$ cat src/rtl/axi_llc_way_arb.sv
// rtl/axi_llc_way_arb.sv - round-robin data-way arbiter with burst lock and read cap
// Shares one single-port data way among cache units and routes read responses back by cache_unit.

package axi_llc_way_arb_pkg;
  typedef struct packed {
    logic [3:0]  cache_unit;
    logic        we;
    logic [9:0]  line_addr;
    logic [1:0]  blk_offset;
    logic [31:0] data;
    logic [3:0]  strb;
  } way_inp_t;

  typedef struct packed {
    logic [3:0]  cache_unit;
    logic [31:0] data;
  } way_oup_t;
endpackage

module axi_llc_way_arb #(
  parameter int unsigned NumUnits       = 4,
  parameter int unsigned MaxBurst       = 4,
  parameter int unsigned MaxOutstanding = 2,
  parameter type         way_inp_t      = axi_llc_way_arb_pkg::way_inp_t,
  parameter type         way_oup_t      = axi_llc_way_arb_pkg::way_oup_t
) (
  input  logic                clk_i,
  input  logic                rst_ni,
  input  way_inp_t            req_i [NumUnits],
  input  logic [NumUnits-1:0] req_valid_i,
  output logic [NumUnits-1:0] req_ready_o,
  output way_inp_t            way_o,
  output logic                way_valid_o,
  input  logic                way_ready_i,
  input  way_oup_t            way_rsp_i,
  input  logic                way_rsp_valid_i,
  output logic                way_rsp_ready_o,
  output way_oup_t            rsp_o,
  output logic [NumUnits-1:0] rsp_valid_o,
  input  logic [NumUnits-1:0] rsp_ready_i,
  output logic                route_err_o
);
  localparam int unsigned IdxW = (NumUnits > 1) ? $clog2(NumUnits) : 1;
  localparam int unsigned BcW  = $clog2(MaxBurst + 1);
  localparam int unsigned OcW  = $clog2(MaxOutstanding + 1);

  typedef logic [IdxW-1:0] idx_t;
  typedef enum logic {IDLE, LOCK} state_e;

  state_e         state_q, state_d;
  idx_t           rr_ptr_q, rr_ptr_d;
  idx_t           lock_idx_q, lock_idx_d;
  idx_t           hold_idx_q, hold_idx_d;
  logic [BcW-1:0] burst_cnt_q, burst_cnt_d;
  logic [OcW-1:0] out_cnt_q, out_cnt_d;
  logic           hold_q, hold_d;

  logic                can_read;
  logic [NumUnits-1:0] eligible;
  logic                lock_live, rr_found, sel_ok;
  logic                handshake, rd_hs, rsp_hs;
  logic                rsp_in_range;
  logic [BcW-1:0]      burst_inc;
  idx_t                sel, rr_sel, sel_next;
  int unsigned         rsp_idx;

  // Writes never count toward the outstanding-read cap.
  always_comb begin
    can_read = (out_cnt_q < OcW'(MaxOutstanding));
    eligible = '0;
    for (int i = 0; i < int'(NumUnits); i++) begin
      eligible[idx_t'(i)] = req_i[idx_t'(i)].we | can_read;
    end
  end

  // Scan downwards so the lowest offset from rr_ptr is the last (winning) assignment.
  always_comb begin
    int cand;
    rr_found = 1'b0;
    rr_sel   = rr_ptr_q;
    for (int k = int'(NumUnits) - 1; k >= 0; k--) begin
      cand = int'(rr_ptr_q) + k;
      if (cand >= int'(NumUnits)) cand = cand - int'(NumUnits);
      if (req_valid_i[idx_t'(cand)] && eligible[idx_t'(cand)]) begin
        rr_found = 1'b1;
        rr_sel   = idx_t'(cand);
      end
    end
  end

  always_comb begin
    lock_live = (state_q == LOCK) && req_valid_i[lock_idx_q];
    if (hold_q) begin
      sel    = hold_idx_q;
      sel_ok = 1'b1;
    end else if (lock_live) begin
      sel    = lock_idx_q;
      sel_ok = 1'b1;
    end else begin
      sel    = rr_sel;
      sel_ok = rr_found;
    end
    sel_next = (sel == idx_t'(NumUnits - 1)) ? '0 : sel + idx_t'(1);

    way_o            = req_i[sel];
    way_valid_o      = sel_ok & req_valid_i[sel] & eligible[sel];
    req_ready_o      = '0;
    req_ready_o[sel] = way_ready_i & way_valid_o;
    handshake        = way_valid_o & way_ready_i;
  end

  // Out-of-range responses are sunk so a bad cache_unit cannot wedge the way.
  always_comb begin
    rsp_idx         = 32'(way_rsp_i.cache_unit);
    rsp_in_range    = (rsp_idx < NumUnits);
    rsp_o           = way_rsp_i;
    rsp_valid_o     = '0;
    way_rsp_ready_o = ~rsp_in_range;
    for (int i = 0; i < int'(NumUnits); i++) begin
      if (rsp_idx == 32'(i)) begin
        rsp_valid_o[idx_t'(i)] = way_rsp_valid_i;
        way_rsp_ready_o        = rsp_ready_i[idx_t'(i)];
      end
    end
    route_err_o = way_rsp_valid_i & ~rsp_in_range;
  end

  always_comb begin
    state_d     = state_q;
    rr_ptr_d    = rr_ptr_q;
    lock_idx_d  = lock_idx_q;
    burst_cnt_d = burst_cnt_q;
    burst_inc   = burst_cnt_q + BcW'(1);
    hold_d      = way_valid_o & ~way_ready_i;
    hold_idx_d  = hold_d ? sel : hold_idx_q;

    if (handshake) begin
      if (lock_live) begin
        burst_cnt_d = burst_inc;
        if (burst_inc == BcW'(MaxBurst)) begin
          state_d     = IDLE;
          rr_ptr_d    = sel_next;
          burst_cnt_d = '0;
        end
      end else begin
        rr_ptr_d = sel_next;
        if (MaxBurst > 1) begin
          state_d     = LOCK;
          lock_idx_d  = sel;
          burst_cnt_d = BcW'(1);
        end else begin
          state_d = IDLE;
        end
      end
    end else if ((state_q == LOCK) && !lock_live) begin
      state_d     = IDLE;
      burst_cnt_d = '0;
    end
  end

  always_comb begin
    rd_hs     = handshake & ~way_o.we;
    rsp_hs    = way_rsp_valid_i & way_rsp_ready_o;
    out_cnt_d = out_cnt_q;
    if (rd_hs && !rsp_hs) begin
      out_cnt_d = out_cnt_q + OcW'(1);
    end else if (!rd_hs && rsp_hs && (out_cnt_q != '0)) begin
      out_cnt_d = out_cnt_q - OcW'(1);
    end
  end

  always_ff @(posedge clk_i or negedge rst_ni) begin
    if (!rst_ni) begin
      state_q     <= IDLE;
      rr_ptr_q    <= '0;
      lock_idx_q  <= '0;
      hold_idx_q  <= '0;
      burst_cnt_q <= '0;
      out_cnt_q   <= '0;
      hold_q      <= 1'b0;
    end else begin
      state_q     <= state_d;
      rr_ptr_q    <= rr_ptr_d;
      lock_idx_q  <= lock_idx_d;
      hold_idx_q  <= hold_idx_d;
      burst_cnt_q <= burst_cnt_d;
      out_cnt_q   <= out_cnt_d;
      hold_q      <= hold_d;
    end
  end
endmodule

$ cat config.mk
export PLATFORM = sky130hd
export DESIGN_NAME = axi_llc_way_arb
export DESIGN_NICKNAME = d
export VERILOG_FILES = /design/src/rtl/axi_llc_way_arb.sv
export SDC_FILE = /design/constraint.sdc
export NUM_CORES = 1
export LEC_CHECK = 0
export CELL_PAD_IN_SITES_DETAIL_PLACEMENT = 1
export CELL_PAD_IN_SITES_GLOBAL_PLACEMENT = 1
export CORE_ASPECT_RATIO = 0.7
export CORE_MARGIN = 1
export CORE_UTILIZATION = 19
export CTS_BUF_LIST = sky130_fd_sc_hd__clkbuf_8 sky130_fd_sc_hd__clkbuf_16
export DETAILED_ROUTE_END_ITERATION = 12
export GPL_TIMING_DRIVEN = 0
export PLACE_DENSITY = 0.93
export SLEW_MARGIN = 10
export SYNTH_ARGS = -nofsm -noshare
export SYNTH_HDL_FRONTEND = slang
export SYNTH_SLANG_ARGS = --single-unit
export TNS_END_PERCENT = 50
$ cat constraint.sdc
create_clock -name clk_i -period 6.9 [get_ports clk_i]
set_input_delay 1.38 -clock clk_i [delete_from_list [all_inputs] [get_ports clk_i]]
set_output_delay 1.38 -clock clk_i [all_outputs]
set_load 0.05 [all_outputs]
==> Yosys cells after proc, flatten, opt, wreduce, memory -nomap -nowiden <==
Index checks and enable logic that the tools add are counted.
{ "totals": {"reg_bits": 13, "input_bits": 260, "out_inout_bits": 100, "wordCells": 140} }
{ "classes": {"addsub": 11, "n_lt_le_gt_ge": 14, "eq_ne": 7, "n_mux": 64, "bitwise": 17, "reduce_logical": 20} }
{ "op_table": {"columns": ["operator", "n"], "rows": [
  ["$bmux W53 S2", 1],
  ["$mux W53", 2],
  ["$mux W1", 30],
  ["$mux W2", 15],
  ["$bmux W1 S2", 11],
  ["$lt A2 B3 Y1 const B", 6],
  ["$ge A3 B3 Y1 const B", 4],
  ["$mux W3", 4],
  ["$logic_and A1 B1 Y1", 10],
  ["$sub A2 B1 Y2 const B", 5],
  ["$eq A4 B2 Y1 const B", 2],
  ["$and A1 B1 Y1", 7],
  ["$add A2 B2 Y3 const B", 2],
  ["$reduce_and A2 Y1", 3],
  ["$reduce_bool A2 Y1", 3],
  ["$add A2 B1 Y2 const B", 2],
  ["$and A4 B4 Y4", 1],
  ["$eq A4 B1 Y1 const B", 1],
  ["$logic_not A4 Y1", 1],
  ["$lt A4 B3 Y1 const B", 1],
  ["$not A1 Y1", 4],
  ["$or A1 B1 Y1", 4],
  ["$add A2 B1 Y3 const B", 1],
  ["$add A3 B1 Y3 const B", 1],
  ["other kinds (10)", 12]
]} }

==> Depth between registers and ports, before layout <==
Gate-level depths: netlist of the first run.
{ "depth": {"word_depth": 23, "depth_mapped": 11, "mapped_depth_nobuf": 8} }

==> Least setup slack after synthesis of the first run <==
No wires, ideal clock.
{ "synth_timing": {"kind": "input -> output", "start": "input port req_valid_i[0]", "end": "output port way_o[0] (netlist name)", "arrival_time_ps": 4019, "t_required_ps": 5520, "slack_ps": 1501, "stages": 11, "path_buffers": 3, "path_cell_list": "buf_2 -> mux2_4 -> o2bb2ai_2 -> a21oi_1 -> o31a_1 -> nor2_2 -> inv_2 -> clkbuf_1 -> clkbuf_1 -> nand2_1 -> a31oi_1"} }
{ "synth_rtl": {"columns": ["element", "line_no", "text"], "rows": [
  ["start: declaration", "30", "input logic [NumUnits-1:0] req_valid_i,"],
  ["end: declaration", "32", "output way_inp_t way_o,"]
]} }

==> impl_metrics.ini, run 1 <==
[clocking]
clock_latency_ns = 0.24
h-tree-depth = 1
root_buffer = clkbuf_16
clockBufferDepth = 2
cts_tree = done
numCtsBuffers = 3
clkTransAtPathRegs_ns = 0.04
numClockSinks = 13
hold_buffers = 0

[routing]
wl_um = 20300
wire_per_inst_um = 19.5
initialDrtViolationCount = 336
ant_nets = 0
firstDrtPassIters = 4
post-route-drc-count = 0
via_per_inst = 4.80
routed-via-count = 5003

[flow_run]
cap_violations = 0

[synth]
synth_area_per_cell_um2 = 6.66
synth_edf_count = 0
synth_cell_type_count = 62
synth-seq-cells = 13
yosysSeqAreaShare_pct = 10.0
syn_inst = 488
async_flop_share_pct = 100
synth_ff_type = dfrtp_1
mappedNetlistArea_um2 = 3250
yosys_warnings = 0
syn-num-nets = 754

[die]
die_h_um = 111
start_util_pct = 19.7
ios = 360
dieArea_um2 = 17600
fp.coreArea_um2 = 16500
die_w_um = 158
num_rows = 39

[setup_path]
required_ns = 5.52
worstPathMaxFanout = 10
critPathTopFamily = buffers and inverters
arrival_ns = 5.28
cp_num_buf_inv = 5
cp_cell_sequence = clkdlybuf4s50_1, mux2_4, nand2_1, a311oi_1, a311oi_1, clkbuf_2, clkbuf_2, clkbuf_1, a31oi_1, clkdlybuf4s50_1
end_kind = primary output
cpPeakStageDelay_ns = 0.75
critPathLaunchType = input pin
path_class = in -> out
critPathSlowestCell = clkdlybuf4s50_1

[timing]
period_minus_slack_ns = 6.66
fmax_mhz = 150
setup_violations = 0
finClkSkew_ns = 0.00583
finalCritPeriodShare_pct = 96.6
relSlewSlack_pct = 45.6
worst_pin_slew_ns = 0.816
final_hold_viol_count = 0
final_max_slew_viol_count = 0
rsz0062_at_grt = false

[layout]
nets = 1084
area_growth_pct = 112
fin_cells = 1042
antenna_cells = 0
drive_gt1_share_pct = 9.55

[placed_design]
place_hpwl_um = 16800
routabilityCongestion = 0.897
portBuffers = 325
dp.cells = 1038

[worst_hold_path]
worstHoldPathType = reg -> reg

[grt]
grtUsageTotal_pct = 22.1
grt_pass1_wl_um = 29900
grt_pass1_vias = 5295
grt_overflow = 0
grt_max_degree = 14
antenna_found_initial = 0

[outcome]
status = finished clean
-- worst register-to-register path: cells and delay by family, from the launching register on --
| kind | cells | cell delay, ns |
|---|---|---|
| compound gates | 3 | 0.88 |
| buf+inv | 3 | 0.91 |
| mux | 1 | 0.29 |
| flops | 1 | 0.40 |
| fa+ha+maj | 1 | 0.28 |
| simple gates | 2 | 0.49 |
-- metrics by stage --
step,TNS [ns],setup WS [ns],instance area [um2],utilization (%),hold slack [ns]
after detailed placement,-4.11,-0.228,6780,41.1,0.530
final,0,0.237,6880,41.7,0.546
after floorplan,0,1.50,3250,-,0.459
after CTS,0,0.0855,6870,41.7,0.539
after global placement,-1.86,-0.152,6780,41.1,0.475
after global routing,0,0.0242,6880,41.7,0.570
-- registers in the layout, indices dropped and copies added, names as in the netlist --
name         cells
burst_cnt_q      3
hold_idx_q       2
hold_q           1
lock_idx_q       2
out_cnt_q        2
rr_ptr_q         2
state_q          1
-- repair_timing --
action,4_1_cts,5_1_grt
gates resized for setup,4,9
setup buffers,0,0
endpoints found under the setup margin,39,20
-- logic make-up after synthesis --
| family | share of synthesized area, % |
|---|---|
| and+or+nand+nor | 33.9 |
| AOI/OAI and AO/OA | 34.0 |
| buffers and inverters | 14.6 |
| muxes | 4.93 |
| DFF | 10.0 |
| adders and majority gates | 2.31 |
| xor gates and xnor gates | 0.270 |
-- cell usage after synthesis, types with 3 or more instances --
| master | n | area share, % |
|---|---|---|
| a31oi_1 | 53 | 10 |
| nand2b_1 | 6 | 1.2 |
| buf_2 | 8 | 1.2 |
| nand2_1 | 117 | 14 |
| o211ai_1 | 3 | 0.69 |
| nor2_1 | 17 | 2.0 |
| dfrtp_1 | 13 | 10 |
| clkbuf_1 | 29 | 3.4 |
| inv_1 | 8 | 0.92 |
| mux2_1 | 5 | 1.7 |
| buf_4 | 36 | 8.3 |
| nand3_1 | 3 | 0.46 |
| and2_1 | 63 | 12 |
| a21oi_1 | 3 | 0.46 |
| mux2i_1 | 3 | 0.92 |
| nor2b_1 | 5 | 0.96 |
| ha_1 | 6 | 2.3 |
| a211oi_1 | 53 | 12 |
-- layout make-up --
cell class | instances | area, um2
multi-input combinational | 391 | 2460
tap | 225 | 282
fill | 2046 | 9610
timing repair buffer | 325 | 3260
sequential | 13 | 325
buffer | 75 | 449
clock buffer | 3 | 75.1
inverter | 9 | 33.8
clock inverter | 1 | 3.75
-- worst paths after layout --
check,slack [ns],cells past startpoint,to,start
worst max register to register,3.54,10,rr_ptr_q[1],out_cnt_q[1]
worst min-delay path,0.55,1,hold_idx_q[1],hold_idx_q[1]
worst max-delay path,0.24,10,way_o[2],req_valid_i[1]
worst min register to register,0.55,1,hold_idx_q[1],hold_idx_q[1]
min in group asynchronous,1.53,1,out_cnt_q[0],rst_ni
max in group asynchronous,4.95,1,hold_idx_q[1],rst_ni
-- cell usage in the layout, fill, tap and decap left out, types with 2 or more instances in the layout --
| cell type | count |
|---|---|
| o31ai_1 | 2 |
| buf_6 | 2 |
| nor3b_1 | 2 |
| buf_2 | 8 |
| a22o_1 | 2 |
| a211oi_1 | 52 |
| clkdlybuf4s50_1 | 323 |
| and2_1 | 63 |
| a311oi_1 | 2 |
| nand2b_1 | 6 |
| clkbuf_16 | 3 |
| a21oi_1 | 3 |
| a31oi_1 | 53 |
| dfrtp_1 | 13 |
| o211a_1 | 2 |
| clkbuf_1 | 23 |
| nand3_1 | 3 |
| a211oi_2 | 2 |
| nor3_2 | 2 |
| nand2_1 | 117 |
| mux2_2 | 2 |
| inv_1 | 9 |
| mux2i_1 | 3 |
| nor2_1 | 17 |
| clkbuf_2 | 6 |
| nor2b_1 | 5 |
| o211ai_1 | 3 |
| buf_4 | 36 |
| ha_1 | 6 |
| mux2_1 | 5 |
| o21ai_1 | 2 |
| a2111oi_0 | 2 |
| a221o_1 | 2 |
| dlymetal6s2s_1 | 2 |
| a32o_1 | 2 |
| a211o_1 | 2 |
-- routing by layer --
| layer | share of wire (%) | track usage [%] | up-vias | wire length [um] |
|---|---|---|---|---|
| met5 | 0 | 0 | - | 0 |
| met1 | 42 | 27.4 | 2395 | 8490 |
| met3 | 8.2 | 3.85 | 16 | 1660 |
| met2 | 49 | 39.8 | 214 | 9890 |
| li1 | - | - | 2378 | - |
| met4 | 1.3 | 3.78 | 0 | 267 |
Power of run 1 is not shown: default switching activity piles up to over one toggle a cycle in this logic, so the estimate is an artifact.
==> run 2, diff against run 1 <==
--- a/config.mk
+++ b/config.mk
@@ -5,6 +5,7 @@
 export SDC_FILE = /design/constraint.sdc
 export NUM_CORES = 1
 export LEC_CHECK = 0
+export CAP_MARGIN = 20
 export CELL_PAD_IN_SITES_DETAIL_PLACEMENT = 1
 export CELL_PAD_IN_SITES_GLOBAL_PLACEMENT = 1
 export CORE_ASPECT_RATIO = 0.7
==> results of run 2 <==
No change in the layout: final DEF, timing and power equal those of run 1.
Power of run 2 is left out for the same reason.
==> run 3, diff against run 2 <==
--- a/config.mk
+++ b/config.mk
@@ -5,7 +5,6 @@
 export SDC_FILE = /design/constraint.sdc
 export NUM_CORES = 1
 export LEC_CHECK = 0
-export CAP_MARGIN = 20
 export CELL_PAD_IN_SITES_DETAIL_PLACEMENT = 1
 export CELL_PAD_IN_SITES_GLOBAL_PLACEMENT = 1
 export CORE_ASPECT_RATIO = 0.7
==> results of run 3 <==
No change in the layout: final DEF, timing and power equal those of run 1.
Power of run 3 is left out for the same reason.
